$ cat src/rtl/pack2_to_byte.sv
// Purpose : packs consecutive 2-bit words from the registered mux into one W=2*WORDS bit word.
// Latency : 1 cycle from the last accepted input word to valid_out; no bubble when back-to-back.
// Backpr. : one-deep output register; ready_in drops only while an output is pending AND the
//           accumulator needs just its final word. Offers made while ready_in=0 are dropped
//           and latch the sticky overflow flag.
//
// Ports:
//   clk        rising-edge clock
//   reset_L    synchronous active-low reset
//   valid_in   data_in carries a word this cycle
//   data_in    2-bit input word
//   ready_in   block can accept a word this cycle (registered-state only)
//   data_out   completed packed word
//   valid_out  data_out holds a completed, unconsumed word
//   ready_out  consumer takes data_out this cycle
//   count_out  words currently held in the accumulator (0..WORDS-1)
//   overflow   sticky; a word was offered while ready_in=0
module pack2_to_byte #(
  parameter int WORDS     = 4,
  parameter bit LSB_FIRST = 1'b1
) (
  input  logic                       clk,
  input  logic                       reset_L,
  input  logic                       valid_in,
  input  logic [1:0]                 data_in,
  output logic                       ready_in,
  output logic [2*WORDS-1:0]         data_out,
  output logic                       valid_out,
  input  logic                       ready_out,
  output logic [$clog2(WORDS)-1:0]   count_out,
  output logic                       overflow
);

  localparam int W  = 2 * WORDS;
  localparam int CW = $clog2(WORDS);
  localparam logic [CW-1:0] LAST = CW'(WORDS - 1);

  // The output register state is exactly valid_out.
  typedef enum logic {
    OUT_EMPTY = 1'b0,
    OUT_FULL  = 1'b1
  } out_state_e;

  out_state_e    state_q, state_d;
  logic [W-1:0]  acc_q, acc_d;
  logic [W-1:0]  dout_q, dout_d;
  logic [CW-1:0] cnt_q, cnt_d;
  logic          ovf_q, ovf_d;

  logic          last_slot;
  logic          accept;
  logic          complete;
  logic          xfer;
  int            shamt;
  logic [W-1:0]  full_word;

  assign last_slot = (cnt_q == LAST);
  assign valid_out = (state_q == OUT_FULL);
  // Only the final word of a packed word needs the output register to be free;
  // earlier words keep accumulating while an output is still pending.
  assign ready_in  = !(valid_out && last_slot);
  assign accept    = valid_in && ready_in;
  assign complete  = accept && last_slot;
  assign xfer      = valid_out && ready_out;

  // Slot placement: the accumulator is cleared at every completion and each
  // slot is written once, so ORing the shifted word in is sufficient.
  always_comb begin
    shamt = 0;
    if (LSB_FIRST) begin
      shamt = 2 * int'(cnt_q);
    end else begin
      shamt = W - 2 - 2 * int'(cnt_q);
    end
    full_word = acc_q | (W'(data_in) << shamt);
  end

  always_comb begin
    acc_d   = acc_q;
    cnt_d   = cnt_q;
    dout_d  = dout_q;
    ovf_d   = ovf_q;
    state_d = state_q;

    if (accept) begin
      if (last_slot) begin
        acc_d  = '0;
        cnt_d  = '0;
        dout_d = full_word;
      end else begin
        acc_d  = full_word;
        cnt_d  = cnt_q + 1'b1;
      end
    end

    if (valid_in && !ready_in) begin
      ovf_d = 1'b1;
    end

    case (state_q)
      OUT_EMPTY: begin
        if (complete) begin
          state_d = OUT_FULL;
        end
      end
      OUT_FULL: begin
        // A transfer coinciding with a completion keeps the register full
        // (data_out reloads), giving back-to-back words with no bubble.
        if (xfer && !complete) begin
          state_d = OUT_EMPTY;
        end
      end
      default: state_d = OUT_EMPTY;
    endcase
  end

  always_ff @(posedge clk) begin
    if (!reset_L) begin
      state_q <= OUT_EMPTY;
      acc_q   <= '0;
      cnt_q   <= '0;
      dout_q  <= '0;
      ovf_q   <= 1'b0;
    end else begin
      state_q <= state_d;
      acc_q   <= acc_d;
      cnt_q   <= cnt_d;
      dout_q  <= dout_d;
      ovf_q   <= ovf_d;
    end
  end

  assign data_out  = dout_q;
  assign count_out = cnt_q;
  assign overflow  = ovf_q;

endmodule

$ cat config.mk
export PLATFORM = sky130hd
export DESIGN_NAME = pack2_to_byte
export DESIGN_NICKNAME = d
export VERILOG_FILES = /design/src/rtl/pack2_to_byte.sv
export SDC_FILE = /design/constraint.sdc
export NUM_CORES = 1
export LEC_CHECK = 0
export ABC_CLOCK_PERIOD_IN_PS = 2800
export CAP_MARGIN = 0
export CORE_AREA = 2 2 45 47
export CTS_CLUSTER_DIAMETER = 100
export DETAILED_ROUTE_END_ITERATION = 6
export DIE_AREA = 0 0 47 49
export GPL_TIMING_DRIVEN = 0
export PLACE_DENSITY_LB_ADDON = 0.05
export RECOVER_POWER = 50
export SLEW_MARGIN = 10
export SYNTH_ARGS = -nofsm -noshare
export SYNTH_HDL_FRONTEND = slang
export SYNTH_SLANG_ARGS = --single-unit
$ cat constraint.sdc
create_clock -name clk -period 2.8 [get_ports clk]
set_input_delay 0.56 -clock clk [delete_from_list [all_inputs] [get_ports clk]]
set_output_delay 0.56 -clock clk [all_outputs]
set_load 0.02 [all_outputs]
==> summary.md <==
| Metric | Value |
|---|---|
| Outcome | `finished clean` |
| Met3 wire length | `between 50 and 60 um` |
| Layout Nets | `115` |
| Clk root buf | `clkbuf_4` |
| Clk pwr share | `32.5%` |
| Seq cells post-synth | `20` |
| Crit Path Category | `reg2out` |
| WL final | `1610 um` |
| Pwr/cell area | `about 500 mW/mm2` |
| DRT iter0 DRCs | `10` |
| Via count | `between 600 and 700` |
| Max Root-Sink Buffers | `2` |
| Placed cell areas | `997 um2` |
| Crit start category | `register` |
| Final Cycle Share | `81.9%` |
| Internal | `roughly 0.4 mW` |
| Synth Area per Inst | `9.21 um2` |
| Max_cap viols | `0` |
| Power share of the sequential group | `56.6%` |
| Hold WC Path Type | `reg2reg` |
| Finished Cell Area | `0.00103 mm2` |
| Final setup violation count | `0` |
| Commonest non-fill, non-tap cell in the layout | `dfxtp_1` |
| Starting density of the core | `a little over two fifths` |
| Minimum clock period | `about 2.3 ns` |
| Rel. slew slack | `46.0%` |
| Critical Path AT | `1.73 ns` |
| Leakage | `0.372 nW` |
| Cell row count | `16` |
| CTS Buf Count | `3` |
| Post-synthesis sequential area ratio | `51.1%` |
| Synthesized cell area | `783 um2` |
| Slowest CP cell | `clkdlybuf4s50_1` |
| Core Util, Final | `55.8%` |
| DRC viols | `0` |
| Setup TNS | `0 ns` |
| Top Layer Used | `met4` |
| Post-synthesis instance total | `85` |
| CTS tree | `done` |
| Cts repair resizes | `0` |
| Largest net degree at the start of global routing | `12` |
| Port Buf Inserts | `18` |
| Clk sinks | `20` |
| Syn nets | `92` |
| CTS Hold Buffers Added | `0` |
| Area delta synth->final | `31.3%` |
| Core Region | `0.00184 mm2` |
| Hold_ws | `0.481 ns` |
| Fmax | `0.436 GHz` |
| Max Fanout on Critical Path | `8` |
| Post-DP HPWL | `1170 um` |
| Comb power frac | `10.8%` |
| Maximum VDD drop | `332 uV` |
| Die Footprint | `0.00230 mm2` |
| Wire length of the first global-routing pass | `2780 um` |
| WL per Instance | `about 12 um` |
| CP Capture Type | `primary output` |
| YS warnings | `0` |
| Skew-Pair Late Insertion Delay | `~0.3 ns` |
| Crit-path max cell delay | `0.53 ns` |
| Count of pins over their slew limit | `0` |
| Met2 routed wirelength | `717 um` |
| Share of post-route cells with drive strength above 1 | `8.41%` |
| Die span in y | `49 um` |
| Power consumption | `0.527 mW` |
| Placer Congestion | `0.731` |
| Top Ports | `19` |
| Routed vias/inst | `approximately 5.0` |
| Post-route ant nets | `0` |
| Unrepaired setup endpoints after global routing | `false` |
| Vias in the first global route | `636` |
| GRT overflow | `0` |
| GRT Util Overall | `16.3%` |
| Initial antenna violation count | `0` |
| Die X | `around 47 um` |
| Reg clk slew, reported paths | `~0.12 ns` |
| Worst-Margin Slew | `0.803 ns` |
| Final Hold Vio Count | `0` |
| H-tree lvl count | `1` |
| # Post-CTS Setup Buffers | `0` |
| Sw Pwr | `0.130 mW` |
| Clk_skew | `between 0.006 and 0.007 ns` |
| Diode count | `0` |
| First drt pass iteration count | `4` |
| WL met1 | `roughly 800 um` |
| Worst path cell trace | `ha_1, nand2_1, clkdlybuf4s50_1` |
| WP data required | `2.24 ns` |
| Yosys cell types | `25` |
| Commonest non-fill, non-tap cells in the layout | `dfxtp_1 (20), clkdlybuf4s50_1 (16), nor2_1 (9)` |
| Sw frac | `24.6%` |
area by class of cell:
cell class / count / area [um2]
sequential: 20 / 400
multi-input combinational: 60 / 357
inverter: 1 / 3.75
timing repair buffer: 18 / 180
clock buffer: 4 / 36.3
tap: 27 / 33.8
buffer: 4 / 17.5
fill: 187 / 813
cells by family after synthesis:
logic type                 share of synthesized area [%]
AOI/OAI and AO/OA                                   28.6
DFF                                                 51.1
adders and majority gates                           1.60
and+or+nand+nor                                     15.5
buffers and inverters                               3.19
power by group through the flow:
stage          Combinational [mW]  Clock (mW)  Sequential, mW
2_1_floorplan              0.0297           0           0.308
3_3_place_gp               0.0575           0           0.305
3_5_place_dp               0.0580           0           0.305
4_1_cts                    0.0582       0.174           0.299
5_1_grt                    0.0634       0.186           0.300
6_report                   0.0571       0.171           0.298
metal layers:
metal,vias to the layer above,track usage (%)
met5,-,0
met4,0,5.56
met3,5,3.33
met2,10,24.4
met1,309,23.0
li1,352,-
path summary, 6_finish.rpt:
check | from | end | slack (ns) | cells after the start
max | count_out[0]$_SDFFE_PN0P_ | ready_in | 0.51 | 3
min | acc_q[5]$_SDFFE_PN0P_ | acc_q[5]$_SDFFE_PN0P_ | 0.48 | 1
max reg2reg | count_out[0]$_SDFFE_PN0P_ | acc_q[7]$_SDFFE_PN0P_ | 1.06 | 4
min reg2reg | acc_q[5]$_SDFFE_PN0P_ | acc_q[5]$_SDFFE_PN0P_ | 0.48 | 1
critical path, delay by kind of cell, from the launching register on:
| family | cells | cell delay, ns |
|---|---|---|
| buf+inv | 1 | 0.53 |
| flops | 1 | 0.50 |
| fa+ha+maj | 1 | 0.32 |
| simple gates | 1 | 0.07 |
state kept, by name, indices dropped and copies added (netlist names):
signal,count
data_out,8
overflow,1
acc_q,8
count_out,2
valid_out,1
per-stage QoR:
stage / cells / setup slack [ns]
after detailed placement: 130 / 0.831
after global routing: 134 / 0.403
after floorplan: 85 / 1.27
after CTS: 134 / 0.490
final: 134 / 0.508
after global placement: 130 / 0.834
cells in the mapped netlist:
master     n  area (um2)
ha_1       1        12.5
nand3b_1   1        7.51
a21boi_1   1        7.51
nor3_1     2        10.0
a21oi_1    6        30.0
a41oi_1    2        17.5
a31oi_1    7        43.8
buf_4      1        7.51
nand2b_1   1        6.26
a21bo_2    1        10.0
o221a_2    2        22.5
buf_2      2        10.0
a22oi_1    1        7.51
inv_1      1        3.75
and3b_2    1        10.0
a21boi_0   2        15.0
clkbuf_1   1        3.75
nand2_1    6        22.5
and2_1     1        6.26
a211oi_1   2        15.0
nor2_1     9        33.8
nor2b_1    4        25.0
o21a_1     2        15.0
o21ai_0    8        40.0
dfxtp_1   20         400
No activity file was read; power rests on OpenSTA's default activity.
